## config.mk

```make
export PLATFORM = sky130hd
export DESIGN_NAME = vga_timing_gen_flat
export DESIGN_NICKNAME = d
export VERILOG_FILES = /design/src/rtl/vga_pkg.sv /design/src/rtl/vga_timing_gen_if.sv /design/src/rtl/vga_timing_gen_sync_counter.sv /design/src/rtl/vga_timing_gen.sv /design/src/flat_wrapper.sv
export SDC_FILE = /design/constraint.sdc
export NUM_CORES = 1
export LEC_CHECK = 0
export BUFFER_PORTS_ARGS = -buffer_cell sky130_fd_sc_hd__buf_2
export CAP_MARGIN = 25
export CORE_ASPECT_RATIO = 0.8
export CORE_MARGIN = 3
export CORE_UTILIZATION = 25
export DETAILED_ROUTE_END_ITERATION = 8
export PLACE_DENSITY = 0.46
export SETUP_SLACK_MARGIN = 0.15
export SYNTH_ARGS = -nofsm -noshare
export SYNTH_HDL_FRONTEND = slang
export SYNTH_SLANG_ARGS = --single-unit
```

## constraint.sdc

```tcl
create_clock -name Clk -period 1.5 [get_ports Clk]
set_input_delay 0.15 -clock Clk [delete_from_list [all_inputs] [get_ports Clk]]
set_output_delay 0.15 -clock Clk [all_outputs]
set_load 0.01 [all_outputs]
```

## src/rtl/vga_pkg.sv

```systemverilog
// Shared VGA timing constants (640x480 @ 60 Hz defaults), counter type
// and a small range helper used by the sync decoders.
package vga_pkg;

  localparam int unsigned CNT_W = 32'd10;
  typedef logic [CNT_W-1:0] cnt_t;

  localparam int unsigned DEF_H_VISIBLE = 32'd640;
  localparam int unsigned DEF_H_FP      = 32'd16;
  localparam int unsigned DEF_H_SYNC    = 32'd96;
  localparam int unsigned DEF_H_BP      = 32'd48;
  localparam int unsigned DEF_V_VISIBLE = 32'd480;
  localparam int unsigned DEF_V_FP      = 32'd10;
  localparam int unsigned DEF_V_SYNC    = 32'd2;
  localparam int unsigned DEF_V_BP      = 32'd33;

  localparam int unsigned DEF_H_TOTAL = DEF_H_VISIBLE + DEF_H_FP + DEF_H_SYNC + DEF_H_BP;
  localparam int unsigned DEF_V_TOTAL = DEF_V_VISIBLE + DEF_V_FP + DEF_V_SYNC + DEF_V_BP;

  localparam int unsigned DEF_H_SYNC_START = DEF_H_VISIBLE + DEF_H_FP;
  localparam int unsigned DEF_H_SYNC_END   = DEF_H_SYNC_START + DEF_H_SYNC - 32'd1;
  localparam int unsigned DEF_V_SYNC_START = DEF_V_VISIBLE + DEF_V_FP;
  localparam int unsigned DEF_V_SYNC_END   = DEF_V_SYNC_START + DEF_V_SYNC - 32'd1;

  // Inclusive unsigned range test on a counter value.
  function automatic logic in_range(input cnt_t value, input cnt_t lo, input cnt_t hi);
    return (value >= lo) && (value <= hi);
  endfunction

endpackage

```

## src/rtl/vga_timing_gen_if.sv

```systemverilog
// VGA DAC/connector bundle: pixel clock, syncs, blanking and colour.
interface vga_timing_gen_if;

  logic       VGA_CLK;
  logic       VGA_HS;
  logic       VGA_VS;
  logic       VGA_BLANK_N;
  logic       VGA_SYNC_N;
  logic [7:0] VGA_R;
  logic [7:0] VGA_G;
  logic [7:0] VGA_B;

  modport master (
    output VGA_CLK, VGA_HS, VGA_VS, VGA_BLANK_N, VGA_SYNC_N, VGA_R, VGA_G, VGA_B
  );

  modport slave (
    input VGA_CLK, VGA_HS, VGA_VS, VGA_BLANK_N, VGA_SYNC_N, VGA_R, VGA_G, VGA_B
  );

endinterface

```

## src/rtl/vga_timing_gen_sync_counter.sv

```systemverilog
// Modulo-MODULUS counter with enable. o_wrap flags the enabled cycle in
// which the counter returns from MODULUS-1 to 0, so it can enable the
// next counter in a cascade.
module sync_counter
  import vga_pkg::*;
#(
  parameter int unsigned MODULUS = DEF_H_TOTAL
) (
  input  logic clk,
  input  logic rst_n,
  input  logic i_en,
  output cnt_t o_count,
  output logic o_wrap
);

  localparam cnt_t LAST = cnt_t'(MODULUS - 32'd1);

  cnt_t r_count;
  logic w_term;

  assign w_term  = (r_count == LAST);
  assign o_wrap  = i_en & w_term;
  assign o_count = r_count;

  // Advance modulo MODULUS while enabled, hold otherwise.
  always_ff @(posedge clk or negedge rst_n) begin
    if (!rst_n) begin
      r_count <= {CNT_W{1'b0}};
    end else if (i_en) begin
      if (w_term) begin
        r_count <= {CNT_W{1'b0}};
      end else begin
        r_count <= r_count + 10'd1;
      end
    end else begin
      r_count <= r_count;
    end
  end

endmodule

```

## src/rtl/vga_timing_gen.sv

```systemverilog
// VGA raster timing generator. VGA_CLK is Clk/2; counters and the output
// stage advance on the Clk edge where VGA_CLK falls, so the DAC samples
// on the following VGA_CLK rise with data stable. Colour/sync/blank are
// one pixel behind DrawX/DrawY and mutually aligned.
module vga_timing_gen
  import vga_pkg::*;
#(
  parameter int unsigned H_VISIBLE = DEF_H_VISIBLE,
  parameter int unsigned H_FP      = DEF_H_FP,
  parameter int unsigned H_SYNC    = DEF_H_SYNC,
  parameter int unsigned H_BP      = DEF_H_BP,
  parameter int unsigned V_VISIBLE = DEF_V_VISIBLE,
  parameter int unsigned V_FP      = DEF_V_FP,
  parameter int unsigned V_SYNC    = DEF_V_SYNC,
  parameter int unsigned V_BP      = DEF_V_BP
) (
  input  logic       Clk,
  input  logic       Reset_n,
  input  logic [7:0] Red_in,
  input  logic [7:0] Green_in,
  input  logic [7:0] Blue_in,
  output logic [9:0] DrawX,
  output logic [9:0] DrawY,
  output logic       vblank,
  output logic       frame_start,
  vga_timing_gen_if.master vga
);

  localparam int unsigned H_TOTAL = H_VISIBLE + H_FP + H_SYNC + H_BP;
  localparam int unsigned V_TOTAL = V_VISIBLE + V_FP + V_SYNC + V_BP;

  localparam cnt_t HS_START = cnt_t'(H_VISIBLE + H_FP);
  localparam cnt_t HS_END   = cnt_t'(H_VISIBLE + H_FP + H_SYNC - 32'd1);
  localparam cnt_t VS_START = cnt_t'(V_VISIBLE + V_FP);
  localparam cnt_t VS_END   = cnt_t'(V_VISIBLE + V_FP + V_SYNC - 32'd1);

  logic       r_vga_clk;
  logic       r_hs;
  logic       r_vs;
  logic       r_blank_n;
  logic [7:0] r_red;
  logic [7:0] r_green;
  logic [7:0] r_blue;
  logic       r_frame_start;

  logic       w_pix_en;
  cnt_t       w_hc;
  cnt_t       w_vc;
  logic       w_h_wrap;
  logic       w_v_wrap;
  logic       w_visible;
  logic       w_hs_raw;
  logic       w_vs_raw;

  assign w_pix_en = r_vga_clk;

  sync_counter #(.MODULUS(H_TOTAL)) u_hcnt (
    .clk     (Clk),
    .rst_n   (Reset_n),
    .i_en    (w_pix_en),
    .o_count (w_hc),
    .o_wrap  (w_h_wrap)
  );

  // Vertical counter steps once per completed line; its wrap marks frame end.
  sync_counter #(.MODULUS(V_TOTAL)) u_vcnt (
    .clk     (Clk),
    .rst_n   (Reset_n),
    .i_en    (w_h_wrap),
    .o_count (w_vc),
    .o_wrap  (w_v_wrap)
  );

  assign w_visible = (w_hc < cnt_t'(H_VISIBLE)) && (w_vc < cnt_t'(V_VISIBLE));
  assign w_hs_raw  = ~in_range(w_hc, HS_START, HS_END);
  assign w_vs_raw  = ~in_range(w_vc, VS_START, VS_END);

  // Pixel clock: divide Clk by two; the high phase enables the pixel edge.
  always_ff @(posedge Clk or negedge Reset_n) begin
    if (!Reset_n) begin
      r_vga_clk <= 1'b0;
    end else begin
      r_vga_clk <= ~r_vga_clk;
    end
  end

  // Output stage: register colour/sync/blank for the current pixel; blank colour outside the visible area.
  always_ff @(posedge Clk or negedge Reset_n) begin
    if (!Reset_n) begin
      r_red     <= 8'd0;
      r_green   <= 8'd0;
      r_blue    <= 8'd0;
      r_hs      <= 1'b1;
      r_vs      <= 1'b1;
      r_blank_n <= 1'b0;
    end else if (w_pix_en) begin
      r_red     <= w_visible ? Red_in   : 8'd0;
      r_green   <= w_visible ? Green_in : 8'd0;
      r_blue    <= w_visible ? Blue_in  : 8'd0;
      r_hs      <= w_hs_raw;
      r_vs      <= w_vs_raw;
      r_blank_n <= w_visible;
    end else begin
      r_red     <= r_red;
      r_green   <= r_green;
      r_blue    <= r_blue;
      r_hs      <= r_hs;
      r_vs      <= r_vs;
      r_blank_n <= r_blank_n;
    end
  end

  // Frame start: one Clk pulse right after the counters wrap to (0,0).
  always_ff @(posedge Clk or negedge Reset_n) begin
    if (!Reset_n) begin
      r_frame_start <= 1'b0;
    end else begin
      r_frame_start <= w_v_wrap;
    end
  end

  assign DrawX       = w_hc;
  assign DrawY       = w_vc;
  assign vblank      = (w_vc >= cnt_t'(V_VISIBLE));
  assign frame_start = r_frame_start;

  assign vga.VGA_CLK     = r_vga_clk;
  assign vga.VGA_HS      = r_hs;
  assign vga.VGA_VS      = r_vs;
  assign vga.VGA_BLANK_N = r_blank_n;
  assign vga.VGA_SYNC_N  = 1'b0;
  assign vga.VGA_R       = r_red;
  assign vga.VGA_G       = r_green;
  assign vga.VGA_B       = r_blue;

endmodule

```

## src/flat_wrapper.sv

```systemverilog
// flat-port wrapper written by rule: the top's interface ports become plain ports
module vga_timing_gen_flat import vga_pkg::*;
#(
  parameter int unsigned H_VISIBLE = DEF_H_VISIBLE,
  parameter int unsigned H_FP      = DEF_H_FP,
  parameter int unsigned H_SYNC    = DEF_H_SYNC,
  parameter int unsigned H_BP      = DEF_H_BP,
  parameter int unsigned V_VISIBLE = DEF_V_VISIBLE,
  parameter int unsigned V_FP      = DEF_V_FP,
  parameter int unsigned V_SYNC    = DEF_V_SYNC,
  parameter int unsigned V_BP      = DEF_V_BP
)
  (Clk, Reset_n, Red_in, Green_in, Blue_in, DrawX, DrawY, vblank, frame_start, vga_VGA_CLK, vga_VGA_HS, vga_VGA_VS, vga_VGA_BLANK_N, vga_VGA_SYNC_N, vga_VGA_R, vga_VGA_G, vga_VGA_B);
  vga_timing_gen_if vga_i ();
  input  logic Clk;
  input  logic Reset_n;
  input  logic [7:0] Red_in;
  input  logic [7:0] Green_in;
  input  logic [7:0] Blue_in;
  output logic [9:0] DrawX;
  output logic [9:0] DrawY;
  output logic vblank;
  output logic frame_start;
  output wire logic [$bits(vga_i.VGA_CLK)-1:0] vga_VGA_CLK;
  output wire logic [$bits(vga_i.VGA_HS)-1:0] vga_VGA_HS;
  output wire logic [$bits(vga_i.VGA_VS)-1:0] vga_VGA_VS;
  output wire logic [$bits(vga_i.VGA_BLANK_N)-1:0] vga_VGA_BLANK_N;
  output wire logic [$bits(vga_i.VGA_SYNC_N)-1:0] vga_VGA_SYNC_N;
  output wire logic [$bits(vga_i.VGA_R)-1:0] vga_VGA_R;
  output wire logic [$bits(vga_i.VGA_G)-1:0] vga_VGA_G;
  output wire logic [$bits(vga_i.VGA_B)-1:0] vga_VGA_B;
  assign vga_VGA_CLK = vga_i.VGA_CLK;
  assign vga_VGA_HS = vga_i.VGA_HS;
  assign vga_VGA_VS = vga_i.VGA_VS;
  assign vga_VGA_BLANK_N = vga_i.VGA_BLANK_N;
  assign vga_VGA_SYNC_N = vga_i.VGA_SYNC_N;
  assign vga_VGA_R = vga_i.VGA_R;
  assign vga_VGA_G = vga_i.VGA_G;
  assign vga_VGA_B = vga_i.VGA_B;
  vga_timing_gen #(.H_VISIBLE(H_VISIBLE), .H_FP(H_FP), .H_SYNC(H_SYNC), .H_BP(H_BP), .V_VISIBLE(V_VISIBLE), .V_FP(V_FP), .V_SYNC(V_SYNC), .V_BP(V_BP)) u_core (.Clk(Clk), .Reset_n(Reset_n), .Red_in(Red_in), .Green_in(Green_in), .Blue_in(Blue_in), .DrawX(DrawX), .DrawY(DrawY), .vblank(vblank), .frame_start(frame_start), .vga(vga_i));
endmodule
```

==> flow_summary_export.csv <==
group,metric,value,unit
floorplan,die_x,108,um
detailed_routing,drtIter0Drc,31,
yosys,syn_inst,176,
place,post-place-cells,390,
cells_and_area,nets,340,
timing,fmax,0.666,GHz
yosys,syn_avg_cell_area,11.9,um2
detailed_routing,ant_nets,0,
global_routing,grt_overflow,0,
setup_path,r2r.worst_path.cells,6,
pwr,power_density,777,nW/um2
timing,setup_viol,1,
pwr,finalPower,2.67,mW
detailed_routing,via_count,1862,
timing,slew_headroom,64.7,%
floorplan,ios,77,
setup_path,slowest_stage,"dfrtp_1",
setup_path,critPathCaptureType,"flip-flop",
setup_path,cp.buffers_inverters,1,
floorplan,core,8020,um2
cells_and_area,diodes,0,
cells_and_area,post-route-util,42.8,%
min_path,worstHoldPathType,"in2reg",
setup_path,critPathMaxStageDelay,0.41,ns
clock_network,clk_latency,0.30,ns
job,cap_violations,0,
pwr,vdd_drop_max,0.000388,V
clock_network,path_clk_slew,0.10,ns
floorplan,die_y,87.9,um
yosys,synthesis.area,2090,um2
detailed_routing,vias_per_cell,4.44,
yosys,synth_edf_count,0,
yosys,synth_fp_nets,206,
clock_network,cts-root-buf,"clkbuf_8",
setup_path,crit_end,"u_core.u_vcnt.o_count[8]$_DFFE_PN0P_",
setup_path,crit_path_frequent_cell,"nand4_1",
cells_and_area,drive_above_1_share,57.6,%
setup_path,startpoint,"u_core.u_hcnt.o_count[1]$_DFFE_PN0P_",
timing,finalMaxSlewViolations,0,
pwr,leakagePower,1.68,nW
yosys,ys_seq_area_share,58.7,%
yosys,async_flop_share,100,%
cells_and_area,stdcell_count,419,
setup_path,r2r_slack,-0.001,ns
yosys,synth.most_common_cell,"dfrtp_1",
place,numPortBuffers,75,
yosys,ys.flop_type,"dfrtp_1",
clock_network,htreeDepth,2,
timing,finClkSkew,0.00860,ns
floorplan,rows,29,
place,post-place-ws,-0.168,ns
floorplan,die_area,9520,um2
setup_path,r2r-start,"u_core.u_hcnt.o_count[1]$_DFFE_PN0P_",
detailed_routing,drc,0,
timing,setup_slack,-0.00149,ns
detailed_routing,wire_per_inst,14.7,um
detailed_routing,wl,6140,um
timing,min_period,1.50,ns
clock_network,clockBufferDepth,2,
global_routing,antenna_found_initial,0,
timing,fin_crit_sh,100,%
clock_network,cts_tree,"yes",
clock_network,clock_sinks,49,
timing,tns,-0.00149,ns
global_routing,grt_max_degree,28,
global_routing,grt_pass1_vias,1862,
setup_path,r2r_end,"u_core.u_vcnt.o_count[8]$_DFFE_PN0P_",
yosys,synth_area_leaders,"dfrtp_1 56%, a22o_1 10%, xnor2_1 3.3%",
setup_path,critical_path.top_delay_family,"simple AND/OR/NAND/NOR gates",
outcome,failed_checks,"setup timing",
outcome,status,"complete, but fails checks",
yosys,ys_types,39,
yosys,yosysTopAreaCell,"dfrtp_1",
detailed_routing,drt_first_pass_iters,4,
setup_path,worst-setup-path-type,"reg2reg",
place,gp_congestion,0.755,
yosys,netlist_top_cells_count,"47 x dfrtp_1, 24 x a22o_1, 13 x nor2_1",
timing,worst_pin_slew,0.529,ns
setup_path,cp_data_required_time,1.70,ns
cells_and_area,area_growth,63.8,%
yosys,yosys_warnings,0,
timing,rsz0062_at_grt,"yes",
floorplan,start_util,26.1,%
setup_path,cp.arrival,1.70,ns
timing,hold_viol,0,
yosys,synth_seq_cells,49,
yosys,synth_largest_type_area_fraction,56.2,%
global_routing,grt_pass1_wl,9520,um
place,hpwl,4270,um
global_routing,grtUsageTotal,12.8,%
setup_path,worst-path-stages,6,
clock_network,cts_buffers,5,
setup_path,path_max_fanout,4,
setup_path,crit_path_start_kind,"flip-flop",
setup_path,worstPathCellList,"ha_4 > nand4_1 > buf_6 > nor3_4 > nand4_1 > xnor2_1",
[area by class of cell]
cell class | instances | area (um2)
Multi-Input combinational cell | 117 | 997
Sequential cell | 49 | 1230
Clock inverter | 3 | 68.8
Inverter | 5 | 18.8
Clock buffer | 5 | 68.8
Tap cell | 108 | 135
Fill cell | 788 | 4590
Timing Repair Buffer | 132 | 908
[worst min-delay path by stage]
stage / startpoint / endpoint / slack (ns) / cells after the start
floorplan: Reset_n / u_core.frame_start$_DFF_PN0_ / -0.15 / 0
global placement: Reset_n / u_core.vga.VGA_R[7]$_DFFE_PN0P_ / 0.14 / 1
detailed placement: Reset_n / u_core.vga.VGA_R[7]$_DFFE_PN0P_ / 0.16 / 1
CTS: Blue_in[0] / u_core.vga.VGA_B[0]$_DFFE_PN0P_ / 0.04 / 2
global route: Red_in[3] / u_core.vga.VGA_R[3]$_DFFE_PN0P_ / 0.04 / 2
finish: Red_in[1] / u_core.vga.VGA_R[1]$_DFFE_PN0P_ / 0.05 / 2
[report_power, final]
| part | switching, mW | internal (mW) | total [mW] |
|---|---|---|---|
| clock network | 0.473 | 0.672 | 1.14 |
| registers | 0.0170 | 1.35 | 1.37 |
| logic | 0.0754 | 0.0757 | 0.151 |
[per-stage QoR]
stage                     hold slack, ns  area, um2
final                             0.0509       3430
after global routing              0.0367       3430
after CTS                         0.0401       3290
after detailed placement           0.156       2910
after global placement             0.143       2910
after floorplan                   -0.146       2130
[registers in the layout (all words and copies together) (netlist names)]
signal / flops
u_core.vga.VGA_B: 8
u_core.vga.VGA_R: 8
u_core.vga.VGA_VS: 1
u_core.frame_start: 1
u_core.u_hcnt.o_count: 10
u_core.vga.VGA_BLANK_N: 1
u_core.vga.VGA_CLK: 1
u_core.vga.VGA_HS: 1
u_core.u_vcnt.o_count: 10
u_core.vga.VGA_G: 8
[logic make-up after synthesis]
group                    after synthesis  synth area share (%)
AO/OA/AOI/OAI                         36                  13.4
XOR/XNOR                              13                  5.44
adder cells (fa/ha/maj)                4                  2.39
buffers and inverters                 11                  2.33
flip-flops                            49                  58.7
multiplexers                           1                 0.478
other                                  1                 0.179
AND/OR/NAND/NOR                       61                  17.1
[what timing repair did]
action                                  in CTS  in global routing
endpoints found under the setup margin      42                 43
gates resized for setup                     31                 18
cloned                                       1                  1
pin swaps                                   16                 13
hold buffers                                 1                  0
buffers inserted                            12                  6
hold endpoints to repair                    16                  0
[placed cells by master (no fill, tap or decap), types with 2 or more instances in the layout]
cell	netlist	routed
nand2_1	8	7
buf_6	0	12
dfstp_2	2	2
inv_2	0	2
nand3_1	8	4
nor2_2	0	2
nor3_2	1	2
o21ai_0	5	2
nand3b_1	2	2
inv_1	4	2
buf_12	0	3
nand4_1	6	6
nand3_4	1	2
nand3_2	0	3
a22o_1	24	24
o21ai_1	0	2
and3_4	0	3
ha_4	0	2
xor2_1	5	5
buf_4	1	41
dfrtp_1	47	43
nor3_1	4	2
nor2_4	0	3
ha_1	4	2
clkbuf_8	0	5
bufinv_16	0	2
xnor2_1	8	8
buf_2	3	74
and3_1	4	2
nor2_1	13	9
dfrtp_2	0	4
a21oi_1	3	2
nand4b_1	2	2
[routing by layer]
layer / track usage [%] / up-vias / wire (um)
li1: - / 910 / -
met1: 18.4 / 906 / 3020
met2: 19.8 / 42 / 2810
met3: 2.80 / 4 / 264
met4: 3.44 / 0 / 42
met5: 0 / - / 0
No activity file was read; power rests on OpenSTA's default activity.
